$ cat src/rtl/router_pkg.sv
// Shared types and default sizing for the router input-path controller.
package router_pkg;

    localparam int NUM_PORTS_DEF = 3;
    localparam int ADDR_W_DEF    = 2;

    // Packet-sequencing states. All eight 3-bit codes are assigned, so the
    // default recovery arm in the next-state logic only guards against
    // corruption of the state register.
    typedef enum logic [2:0] {
        DECODE_ADDRESS     = 3'd0,
        LOAD_FIRST_DATA    = 3'd1,
        LOAD_DATA          = 3'd2,
        LOAD_PARITY        = 3'd3,
        FIFO_FULL_STATE    = 3'd4,
        LOAD_AFTER_FULL    = 3'd5,
        WAIT_TILL_EMPTY    = 3'd6,
        CHECK_PARITY_ERROR = 3'd7
    } state_e;

endpackage

$ cat src/rtl/router_fsm.sv
// Packet-sequencing controller: decodes the header address, steps the
// register block through load/full/parity phases, strobes the selected
// output FIFO and holds off the source with busy.
module router_fsm
    import router_pkg::*;
#(
    parameter int NUM_PORTS = NUM_PORTS_DEF,
    parameter int ADDR_W    = ADDR_W_DEF
) (
    input  logic                 clk,
    input  logic                 rst,
    input  logic                 pkt_valid,
    input  logic [ADDR_W-1:0]    din,
    input  logic                 fifo_full,
    input  logic [NUM_PORTS-1:0] fifo_empty,
    input  logic [NUM_PORTS-1:0] soft_reset,
    input  logic                 parity_done,
    input  logic                 low_pkt_valid,
    output logic [ADDR_W-1:0]    port_sel,
    output logic                 write_enb_reg,
    output logic                 detect_addr,
    output logic                 lfd_state,
    output logic                 ld_state,
    output logic                 laf_state,
    output logic                 full_state,
    output logic                 rst_int_reg,
    output logic                 busy
);

    // Port count widened by one bit so the address compare never truncates.
    localparam logic [ADDR_W:0] NUM_PORTS_W = NUM_PORTS[ADDR_W:0];

    state_e state;
    state_e next_state;
    logic   din_valid;
    logic   din_empty;
    logic   sel_empty;
    logic   sel_soft_reset;

    assign din_valid = ({1'b0, din} < NUM_PORTS_W);

    // Per-port flag selection by header address and by latched port; an
    // out-of-range address selects nothing rather than indexing past the vector.
    always_comb begin
        // NOTE: every always_comb output gets a default first so no path leaves it unassigned (no latch).
        din_empty      = 1'b0;
        sel_empty      = 1'b0;
        sel_soft_reset = 1'b0;
        for (int i = 0; i < NUM_PORTS; i++) begin
            if (din == ADDR_W'(i)) begin
                din_empty = fifo_empty[i];
            end
            if (port_sel == ADDR_W'(i)) begin
                sel_empty      = fifo_empty[i];
                sel_soft_reset = soft_reset[i];
            end
        end
    end

    // Next-state logic; a soft reset on the active port aborts the packet.
    always_comb begin
        next_state = state;
        case (state)
            DECODE_ADDRESS: begin
                if (pkt_valid && din_valid) begin
                    next_state = din_empty ? LOAD_FIRST_DATA : WAIT_TILL_EMPTY;
                end
            end
            WAIT_TILL_EMPTY: begin
                if (sel_empty) next_state = LOAD_FIRST_DATA;
            end
            LOAD_FIRST_DATA: next_state = LOAD_DATA;
            LOAD_DATA: begin
                if (fifo_full)       next_state = FIFO_FULL_STATE;
                else if (!pkt_valid) next_state = LOAD_PARITY;
            end
            FIFO_FULL_STATE: begin
                if (!fifo_full) next_state = LOAD_AFTER_FULL;
            end
            LOAD_AFTER_FULL: begin
                if (parity_done)        next_state = DECODE_ADDRESS;
                else if (low_pkt_valid) next_state = LOAD_PARITY;
                else                    next_state = LOAD_DATA;
            end
            LOAD_PARITY: next_state = CHECK_PARITY_ERROR;
            CHECK_PARITY_ERROR: begin
                next_state = fifo_full ? FIFO_FULL_STATE : DECODE_ADDRESS;
            end
            default: next_state = DECODE_ADDRESS;
        endcase

        if (state != DECODE_ADDRESS && sel_soft_reset) begin
            next_state = DECODE_ADDRESS;
        end
    end

    // State register and destination latch with synchronous reset.
    always_ff @(posedge clk) begin
        // NOTE: sequential state uses non-blocking assignments so all registers update from pre-edge values.
        if (rst) begin
            state    <= DECODE_ADDRESS;
            port_sel <= '0;
        end else begin
            state <= next_state;
            if (state == DECODE_ADDRESS && pkt_valid && din_valid) begin
                port_sel <= din;
            end
        end
    end

    // Moore output decode from the state register only.
    always_comb begin
        detect_addr   = (state == DECODE_ADDRESS);
        lfd_state     = (state == LOAD_FIRST_DATA);
        ld_state      = (state == LOAD_DATA);
        laf_state     = (state == LOAD_AFTER_FULL);
        full_state    = (state == FIFO_FULL_STATE);
        rst_int_reg   = (state == CHECK_PARITY_ERROR);
        write_enb_reg = (state == LOAD_DATA) || (state == LOAD_PARITY) ||
                        (state == LOAD_AFTER_FULL);
        busy          = !((state == DECODE_ADDRESS) || (state == LOAD_DATA));
    end

endmodule

$ cat config.mk
export PLATFORM = sky130hd
export DESIGN_NAME = router_fsm
export DESIGN_NICKNAME = d
export VERILOG_FILES = /design/src/rtl/router_pkg.sv /design/src/rtl/router_fsm.sv
export SDC_FILE = /design/constraint.sdc
export NUM_CORES = 1
export LEC_CHECK = 0
export ABC_AREA = 0
export BUFFER_PORTS_ARGS = -buffer_cell sky130_fd_sc_hd__clkbuf_2
export CAP_MARGIN = 10
export CORE_AREA = 4 4 41 43
export CTS_CLUSTER_DIAMETER = 200
export DETAILED_ROUTE_END_ITERATION = 8
export DIE_AREA = 0 0 45 47
export SYNTH_ARGS = -nofsm -noshare
export SYNTH_HDL_FRONTEND = slang
export SYNTH_SLANG_ARGS = --single-unit
$ cat constraint.sdc
create_clock -name clk -period 1.9 [get_ports clk]
set_input_delay 0.095 -clock clk [delete_from_list [all_inputs] [get_ports clk]]
set_output_delay 0.095 -clock clk [all_outputs]
set_load 0.02 [all_outputs]
# == Word-level counts from Yosys, hierarchy flattened ==
# Index checks and enable logic that the tools add are counted.
# totals
register_bits,5
latch_bits,0
ram_bits,0
romBits,0
inputBits,14
out_inout_bits,10
word_cells,51
memories,0
# classes
n_addsub,0
mul,0
div,0
n_lt_le_gt_ge,1
eq_ne,15
shifts,0
muxes,19
n_bitwise,0
n_reduce_logical,14
# op_table
cell,n
$pmux 3 s8,1
$mux 3,7
$eq 3x3->1 const B,4
$mux 1,10
$eq 3x2->1 const B,2
$eq 2x1->1 const B,2
$eq 2x2->1 const B,2
$logic_and 1x1->1,4
$logic_not 2->1,2
$ne 2x2->1 const B,2
$reduce_and 4->1,1
$eq 3x1->1 const B,1
$logic_not 3->1,1
$logic_or 1x1->1,3
$ne 3x3->1 const B,1
$reduce_bool 3->1,1
$lt 2x2->1 const B,1
$mux 2,1
$ne 2x1->1 const B,1
$reduce_or 2->1,1
$logic_not 1->1,1

# == Longest topological paths before layout ==
# Gate-level depths: netlist (run 1).
# logic_depth
word_depth,7
depth_mapped,5
depth_no_buf,5

# == Least setup slack after synthesis (run 1) ==
# OpenSTA, ideal clock, no wires.
# synth_path
path_type,register to register
startpoint,reg state[0]
endpoint,reg state[2]
setup_time_ns,0.079
arrival_ns,1.368
required_time_ns,1.821
path_slack_ns,0.452
stages_incl_launch_ff,6
period_less_slack_ns,1.448
path_cell_list,dfxtp_1 > buf_2 > nor3b_2 > a2bb2oi_1 > and3_4 > a211oi_2
# synth_via
elab_chain_cells,3
# synth_rtl
item,line_no,source
from (decl),router_fsm.sv:33,state_e state;
from (signal assigned),router_fsm.sv:104,state <= next_state;
$eq 3x3->1 (*),n/a,
via full_state,router_fsm.sv:25,"output logic full_state,"
$ne 2x2->1 (no source line),n/a,
$reduce_and 4->1 (no source line),n/a,
# Mark *: on every way through the listed nets, which the timed path passes. The rest lies on a longest branch.
# A chain may end at the register's enable or synchronous reset.

# == Final worst setup path (run 1) ==
# layout_path
startpoint,reg state[2]
endpoint,reg state[1]
# layout_via
elab_chain_cells,3
# layout_rtl
item,line_no,source
"$eq 3x2->1, or another cell as far along",router_fsm.sv:63,case (state)
"$ne 3x3->1 (no source line), or another cell as far along",n/a,
$reduce_and 4->1 (no source line) / $reduce_or 2->1 (equally long branches),n/a,
# Several ways; a longest one is shown, not always the timed one.

==> results of run 1 <==
power by group through the flow:
stage | sequential (W) | combinational [W] | clock (W)
6_report | 0.000218 | 0.000565 | 0.000119
5_1_grt | 0.000230 | 0.000617 | 0.000131
4_1_cts | 0.000218 | 0.000570 | 0.000127
3_5_place_dp | 0.000220 | 0.000568 | 0
3_3_place_gp | 0.000218 | 0.000561 | 0
2_1_floorplan | 0.000182 | 0.000455 | 0
layer usage:
| layer | part of all wire, % | GRT usage (%) | up-vias |
|---|---|---|---|
| met4 | 0 | 7.018 | 0 |
| met2 | 56 | 20.06 | 2 |
| li1 | - | - | 269 |
| met1 | 42 | 15.00 | 238 |
| met5 | 0 | 0 | - |
| met3 | 1.5 | 2.682 | 0 |
registers in the layout, summed over array words and instances, names as in the netlist:
signal / flops
state: 3
port_sel: 2
per-stage QoR:
stage	setup WS (ns)	cells	total power [W]
after CTS	0.2916	98	0.0009142
after detailed placement	0.2967	94	0.0007879
after floorplan	0.4525	58	0.0006370
after global placement	0.3396	94	0.0007794
after global routing	0.1095	98	0.0009779
final	0.2996	98	0.0009015
synthesized netlist by cell type, types with 2 or more instances:
cell      number
and3_1         2
and3b_1        2
buf_2          2
dfxtp_1        5
inv_1          3
mux2i_1        3
nand2_1        3
nand3_1        2
nand3b_1       2
nor2_1         7
nor3_1         2
nor3b_1        2
o211a_1        2
o22ai_1        2
final cells by class:
| type | count | area share, % |
|---|---|---|
| timing repair buffer | 23 | 19.21 |
| sequential | 5 | 16.70 |
| inverter | 4 | 2.505 |
| multi-input combinational | 47 | 54.07 |
| tap | 15 | 3.132 |
| clock buffer | 4 | 4.384 |
worst max-delay path, cell delays in order, from the launching register on:
cell	delay [ns]
dfxtp_1	0.52
or3_4	0.22
a2bb2oi_1	0.31
nand3_1	0.15
o31a_1	0.29
worst max path at each step:
stage | from | end | cells after the start
3_5_place_dp | state[2] | state[1] | 4
2_1_floorplan | state[0] | state[2] | 5
3_3_place_gp | state[0] | state[1] | 4
6_report | state[2] | state[1] | 4
5_1_grt | state[2] | state[1] | 4
4_1_cts | state[2] | state[1] | 4
kinds of logic after synthesis:
logic type / count (synthesis) / synth area share, %
multiplexers: 3 / 6.686
AND/OR/NAND/NOR: 28 / 38.16
buffers and inverters: 6 / 5.570
flip-flops: 5 / 22.29
AO/OA/AOI/OAI: 16 / 27.30
==> impl_metrics.csv, run 1 <==
group,metric,value,unit
logic_synthesis,synth_warnings,0,
logic_synthesis,synth_edf_count,0,
route,wl,1171,um
hold_path,holdPathStages,2,
pwr,power.internal,0.0004605,W
route,vias,509,
layout,drive_gt1_share,37.35,%
clocking,cts_max_path_buffers,2,
global_routing,groute.usage.overall,12.32,%
hold_path,hold_class,"input pin to register",
floorplan,die_width,45,um
critical_path,cp_data_arrival_time,1.72,ns
timing,fin_crit_sh,84.23,%
layout,final_common_cell,"clkbuf_2",
logic_synthesis,yosys_register_bits,5,
logic_synthesis,yosys-top-cells-area,"dfxtp_1 22%, mux2i_1 6.7%, nor2_1 5.8%",
global_routing,first_global_vias,455,
logic_synthesis,yosysSeqAreaShare,22.28,%
logic_synthesis,ys_async_sr_fraction,0,%
clocking,ctsHoldBuffers,0,
critical_path,reg2reg_to,"state[1]",
layout,finalInstanceArea,599.3,um2
floorplan,initial_core_util,34.52,%
place,dp_hpwl,969.2,um
route,post-route-drc-count,0,
place,io_buffers,23,
route,routedWlPerCell,11.95,um
layout,layout_common_cells,"23 x clkbuf_2, 7 x nor2_1, 5 x dfxtp_1",
layout,multiInputGateArea,324.1,um2
pwr,leakagePower,0.2999,nW
critical_path,cp-end-kind,"register",
logic_synthesis,avgSynthCellArea,7.744,um2
pwr,combPwrFrac,62.6,%
timing,final_max_slew_viol_count,0,
critical_path,reg2reg_from,"state[2]",
critical_path,worstSetupPathType,"register to register",
floorplan,core_area,1301,um2
logic_synthesis,synth.largest_area_cell,"dfxtp_1",
pwr,power_switching_share,48.91,%
critical_path,r2r_slack,0.30,ns
clocking,cts.sink_count,5,
critical_path,cp-start-kind,"register",
pwr,p_seq_share,24.1,%
logic_synthesis,synth_nets,72,
floorplan,io_pins,24,
pwr,power_frac_clock,13.2,%
logic_synthesis,synth_top_cell_area_share,22.28,%
route,via_per_inst,5.194,
flow_run,cap_violations,0,
layout,syn_to_final_growth,33.43,%
pwr,irDropWorstVdd,913.5,uV
route,drtIter0Drc,4,
route,drtPass1Iterations,2,
layout,fillers,145,
clocking,cts_resized,0,
global_routing,grt_overflow,0,
layout,nets,98,
route,ant_nets,0,
hold_path,min-delay-start,"rst",
floorplan,row_count,13,
global_routing,grt_max_degree,14,
timing,grt_setup_unrepaired,"false",
timing,hold_violations,0,
logic_synthesis,syn_area,449.2,um2
clocking,worst_setup_hold_path_clk_slew,0.04,ns
clocking,postCtsSetupBuffers,0,
clocking,clk_latency,0.23,ns
timing,slew_headroom,76.79,%
clocking,tritoncts,"built",
global_routing,grt_pass1_wl,1904,um
floorplan,dieArea,2115,um2
clocking,cts_made_buffers,3,
timing,fin_tns_setup,0,ns
floorplan,die_y,47,um
global_routing,antenna_found_initial,0,
pwr,p_per_area,1504,nW/um2
critical_path,crit_path_max_fanout,13,
timing,finClkSkew,0.0005831,ns
layout,final_util,46.06,%
place,finalWeightedCongestion,0.7100,
pwr,p_switching,0.0004410,W
timing,fin_worst_hold_slack,0.06122,ns
hold_path,holdPathEnd,"port_sel[1]",
logic_synthesis,synth_ff_type,"dfxtp_1",
place,post_dp_cell_area,573.1,um2
layout,antenna_cells,0,
layout,register_area,100.1,um2
logic_synthesis,synthCells,58,
critical_path,cp.required,2.02,ns
timing,final-setup-viol-count,0,
timing,finalCriticalPeriod,1.600,ns
logic_synthesis,synth_cell_type_count,33,
outcome,status,"completed",
clocking,root_buffer,"clkbuf_4",
timing,max_freq,0.6249,GHz
clocking,htreeDepth,1,
critical_path,r2r_cells,4,
timing,worstMarginPinSlew,0.3476,ns
(Power assumes the default switching activity.)
==> run 2, diff against run 1 <==
- ABC_AREA: 0 -> 1
- PLACE_DENSITY: unset -> 0.67
- clock period: 1.9 -> 1.53 ns (I/O delays scaled with it)
==> impl_metrics.csv, run 2 <==
group,metric,value,unit
critical_path,crit_path_max_fanout,10,
route,post-route-drc-count,0,
logic_synthesis,yosysSeqAreaShare,20.05,%
logic_synthesis,yosys.area_share.simple,52.13,%
global_routing,antenna_found_initial,0,
floorplan,die_width,45,um
timing,finalCriticalPeriod,1.350,ns
logic_synthesis,synth.largest_area_cell,"dfxtp_1",
pwr,p_per_area,1979,nW/um2
logic_synthesis,yosys-top-cells-area,"dfxtp_1 20%, nand3_1 17%, nor2_1 13%",
floorplan,core_area,1301,um2
logic_synthesis,synth_ff_type,"dfxtp_1",
place,dp_hpwl,1027,um
logic_synthesis,synth_nets,99,
logic_synthesis,synth_edf_count,0,
timing,slew_headroom,75.25,%
clocking,cts_resized,0,
logic_synthesis,synth_top_cell_area_share,20.05,%
timing,final-setup-viol-count,0,
logic_synthesis,synth_xor_area_share,0,%
floorplan,die_y,47,um
timing,max_freq,0.7409,GHz
route,vias,598,
critical_path,r2r_slack,0.18,ns
outcome,status,"completed",
timing,grt_setup_unrepaired,"false",
pwr,power_frac_clock,11.8,%
floorplan,dieArea,2115,um2
pwr,leakagePower,0.3611,nW
place,pre_cts_ws,0.1992,ns
layout,reg.largest.list,"state x3, port_sel x2",
hold_path,holdPathEnd,"port_sel[1]",
route,drtPass1Iterations,4,
critical_path,reg2reg_to,"state[2]",
critical_path,cp.required,1.67,ns
pwr,p_switching,0.0006857,W
critical_path,r2r_cells,7,
logic_synthesis,syn_area,499.2,um2
timing,finClkSkew,0.004231,ns
clocking,clk_latency,0.24,ns
layout,drive_gt1_share,29.73,%
place,io_buffers,23,
timing,worstMarginPinSlew,0.3707,ns
clocking,postCtsSetupBuffers,0,
pwr,combPwrFrac,67.0,%
layout,fillers,146,
logic_synthesis,avgSynthCellArea,5.873,um2
logic_synthesis,synthCells,85,
logic_synthesis,synth_compound_area_share,13.03,%
critical_path,reg2reg_from,"state[2]",
hold_path,hold_class,"input pin to register",
timing,fin_worst_hold_slack,0.04996,ns
floorplan,io_pins,24,
route,routedWlPerCell,9.603,um
clocking,worst_setup_hold_path_clk_slew,0.05,ns
route,via_per_inst,4.746,
clocking,htreeDepth,1,
critical_path,cp-start-kind,"register",
place,finalWeightedCongestion,0.7373,
global_routing,grt_pass1_wl,2111,um
clocking,root_buffer,"clkbuf_4",
logic_synthesis,synth_cell_type_count,18,
clocking,ctsHoldBuffers,0,
critical_path,critPathSlowestCell,"dfxtp_1",
hold_path,holdPathStages,2,
global_routing,grt_max_degree,11,
layout,final_common_cell,"clkbuf_2",
layout,multiInputGateArea,325.3,um2
pwr,power.internal,0.0005895,W
timing,layout_setup_ws,0.1804,ns
route,drtIter0Drc,12,
critical_path,cp_data_arrival_time,1.49,ns
layout,antenna_cells,0,
critical_path,worstSetupPathType,"register to register",
route,ant_nets,0,
global_routing,grt_overflow,0,
logic_synthesis,ys_async_sr_fraction,0,%
global_routing,first_global_vias,546,
logic_synthesis,synthTopCellsByCount,"17 x nand3_1, 17 x nor2_1, 14 x nand2_1",
layout,largest_register_ffs,3,
clocking,cts.sink_count,5,
clocking,cts_max_path_buffers,2,
logic_synthesis,synth_top_family_by_area,"simple AND/OR/NAND/NOR gates",
global_routing,groute.usage.overall,13.52,%
logic_synthesis,synth_warnings,0,
critical_path,cp-end-kind,"register",
clocking,cts_made_buffers,3,
layout,nets,126,
floorplan,initial_core_util,38.37,%
critical_path,path_cells,"inv_1, nand3_1, nand3_1, nor2_1, nand2_1, nor2_1, nor2_1",
timing,hold_violations,0,
timing,fin_tns_setup,0,ns
logic_synthesis,yosys_register_bits,5,
clocking,tritoncts,"built",
hold_path,min-delay-start,"rst",
logic_synthesis,synth_mux_area_share,0,%
layout,largest-register,"state",
critical_path,crit_top_cell,"nor2_1",
floorplan,row_count,13,
pwr,irDropWorstVdd,736.4,uV
layout,register_area,100.1,um2
pwr,power_switching_share,53.77,%
critical_path,slowest_delay,0.54,ns
layout,syn_to_final_growth,29.07,%
timing,fin_crit_sh,88.21,%
timing,final_max_slew_viol_count,0,
layout,layout_common_cells,"23 x clkbuf_2, 17 x nor2_1, 17 x nand3_1",
pwr,p_seq_share,21.1,%
logic_synthesis,synth_fa_ha_area_share,0,%
layout,final_util,49.52,%
route,wl,1210,um
flow_run,cap_violations,0,
-- run 2: cell count changes in the layout (fill, tap and decap cells not counted), sizes merged, moves of 9 or more --
cell,before,now
inv,4,13
nand2,3,14
nand3,2,17
nor2,7,21
-- run 2: stage by stage --
step           cell area [um2]  cells  total power [W]
2_1_floorplan            499.2     85        0.0009563
3_3_place_gp             618.1    122         0.001124
3_5_place_dp             618.1    122         0.001132
4_1_cts                  644.4    126         0.001290
5_1_grt                  644.4    126         0.001410
6_report                 644.4    126         0.001275
-- run 2: cell families after synthesis --
logic type / Yosys count
AO/OA/AOI/OAI: 11
buffers and inverters: 15
flip-flops: 5
AND/OR/NAND/NOR: 54
-- run 2: how the worst max path moves through the flow --
stage	startpoint	end	slack (ns)	cells after the start
6_report	state[2]	state[2]	0.18	7
3_5_place_dp	state[2]	state[2]	0.20	7
4_1_cts	state[2]	state[2]	0.19	7
5_1_grt	state[2]	state[2]	0.04	7
3_3_place_gp	state[2]	state[2]	0.27	7
2_1_floorplan	state[2]	state[1]	0.30	9
-- run 2: area by class of cell --
type | instances | share of cell area, %
clock buffer | 4 | 4.078
inverter | 13 | 7.961
multi-input combinational | 65 | 50.49
sequential | 5 | 15.53
tap | 15 | 2.913
timing repair buffer | 24 | 19.03
-- run 2: per-layer routing --
layer	part of all wire, %	track usage (%)	vias to the layer above
met5	0	0	-
met4	0	3.509	0
met3	7.4	4.598	0
met2	44	22.60	21
met1	48	16.63	253
li1	-	-	324
-- run 2: critical path: cells and delay by family (launching register included) --
| kind | cells | cell delay, ns |
|---|---|---|
| buffers and inverters | 1 | 0.14 |
| DFF | 1 | 0.54 |
| and+or+nand+nor | 6 | 0.57 |
-- run 2: power by group through the flow --
stage | registers (W) | logic [W] | clock network [W]
after floorplan | 0.000234 | 0.000722 | 0
after global placement | 0.000268 | 0.000857 | 0
after detailed placement | 0.000270 | 0.000863 | 0
after CTS | 0.000268 | 0.000865 | 0.000157
after global routing | 0.000281 | 0.000965 | 0.000164
final | 0.000269 | 0.000855 | 0.000151
==> run 3, diff against run 2 <==
- clock period: 1.53 -> 1.68 ns (I/O delays scaled with it)
==> impl_metrics.csv, run 3 (same netlist as run 2, synthesis figures left out) <==
group,metric,value,unit
outcome,status,"completed",
global_routing,first_global_vias,561,
critical_path,cp_data_arrival_time,1.49,ns
route,post-route-drc-count,0,
critical_path,reg2reg_from,"state[2]",
critical_path,cp.required,1.81,ns
clocking,clk_latency,0.23,ns
clocking,ctsHoldBuffers,0,
floorplan,initial_core_util,38.37,%
clocking,cts_made_buffers,3,
timing,fin_tns_setup,0,ns
floorplan,die_width,45,um
clocking,worst_setup_hold_path_clk_slew,0.05,ns
global_routing,grt_max_degree,11,
pwr,combPwrFrac,66.8,%
critical_path,crit_end,"state[2]",
critical_path,reg2reg_to,"state[2]",
global_routing,grt_overflow,0,
place,finalWeightedCongestion,0.7686,
pwr,p_per_area,1815,nW/um2
global_routing,grt_pass1_wl,2221,um
route,ant_nets,0,
timing,grt_setup_unrepaired,"false",
hold_path,hold_class,"input pin to register",
timing,max_freq,0.7348,GHz
route,drtPass1Iterations,3,
timing,worstMarginPinSlew,0.3742,ns
pwr,power.internal,0.0005366,W
layout,fillers,146,
floorplan,io_pins,24,
layout,largest_register_ffs,3,
timing,hold_violations,0,
clocking,root_buffer,"clkbuf_4",
place,pre_cts_ws,0.3190,ns
timing,layout_setup_ws,0.3191,ns
timing,final_max_slew_viol_count,0,
clocking,cts_max_path_buffers,2,
critical_path,r2r_slack,0.32,ns
route,wl,1275,um
critical_path,r2r_cells,7,
layout,syn_to_final_growth,29.07,%
layout,layout_common_cells,"23 x clkbuf_2, 17 x nor2_1, 17 x nand3_1",
layout,drive_gt1_share,29.73,%
place,io_buffers,23,
layout,final_util,49.52,%
pwr,p_seq_share,21.6,%
clocking,htreeDepth,1,
layout,largest-register,"state",
layout,reg.largest.list,"state x3, port_sel x2",
timing,final-setup-viol-count,0,
route,drtIter0Drc,9,
clocking,tritoncts,"built",
floorplan,dieArea,2115,um2
critical_path,cp-end-kind,"register",
pwr,irDropWorstVdd,741.6,uV
route,vias,603,
route,wl_met1,584,um
layout,final_common_cell,"clkbuf_2",
global_routing,groute.usage.overall,14.23,%
pwr,power_frac_clock,11.5,%
flow_run,cap_violations,0,
global_routing,antenna_found_initial,0,
clocking,cts_resized,0,
place,dp_hpwl,1050,um
floorplan,core_area,1301,um2
layout,antenna_cells,0,
route,wl_met3,102,um
route,dr_wl_met2,588,um
floorplan,row_count,13,
clocking,cts.sink_count,5,
layout,nets,126,
pwr,power_switching_share,54.12,%
pwr,leakagePower,0.3611,nW
timing,finalCriticalPeriod,1.361,ns
route,routedWlPerCell,10.12,um
timing,slew_headroom,75.02,%
floorplan,die_y,47,um
route,highest_layer,"met3",
route,via_per_inst,4.786,
critical_path,critPathLaunch,"state[2]",
clocking,postCtsSetupBuffers,0,
critical_path,worstSetupPathType,"register to register",
timing,fin_crit_sh,81.01,%
critical_path,cp-start-kind,"register",
timing,finClkSkew,0.003902,ns
critical_path,crit_path_max_fanout,10,
pwr,p_switching,0.0006329,W
## run 3: cell counts in the layout (fill, tap and decap cells not counted)
Identical to the previous run, type by type.
## run 3: area by class of cell
type	count	area (um2)	area share, %
flip-flops and latches	5	100.1	15.53
well taps	15	18.77	2.913
inverters	13	51.30	7.961
clock buffers	4	26.28	4.078
repair buffers	24	122.6	19.03
multi-input cells	65	325.3	50.49
## run 3: worst min-delay path by stage
stage	end	startpoint	cells past startpoint
floorplan	port_sel[1]	rst	1
detailed placement	port_sel[1]	rst	2
CTS	port_sel[1]	rst	2
global placement	port_sel[1]	rst	2
global route	port_sel[1]	rst	2
finish	port_sel[1]	rst	2
## run 3: per-stage QoR
stage / power, W / hold WS (ns) / instances / instance area, um2
6_report: 0.001169 / 0.06226 / 126 / 644.4
5_1_grt: 0.001298 / 0.06668 / 126 / 644.4
4_1_cts: 0.001182 / 0.06182 / 126 / 644.4
3_5_place_dp: 0.001041 / 0.3088 / 122 / 618.1
3_3_place_gp: 0.001025 / 0.3004 / 122 / 618.1
2_1_floorplan: 0.0008709 / 0.1531 / 85 / 499.2
## run 3: critical path, stage by stage (launching register included)
cell and delay [ns]:
dfxtp_1 0.54, inv_1 0.13, nand3_1 0.12, nand3_1 0.09
nor2_1 0.16, nand2_1 0.07, nor2_1 0.10, nor2_1 0.04
## run 3: metal layers
layer  vias up  track usage, %
li1        328               -
met1       254           16.40
met2        21           25.42
met3         0           4.598
met4         0           3.509
met5         -               0
## run 3: power groups by stage
stage          clock [W]  combinational (W)  sequential, W
2_1_floorplan          0           0.000657       0.000214
3_3_place_gp           0           0.000776       0.000248
3_5_place_dp           0           0.000788       0.000253
6_report        0.000135           0.000782       0.000253
5_1_grt         0.000156           0.000879       0.000263
4_1_cts         0.000139           0.000792       0.000252
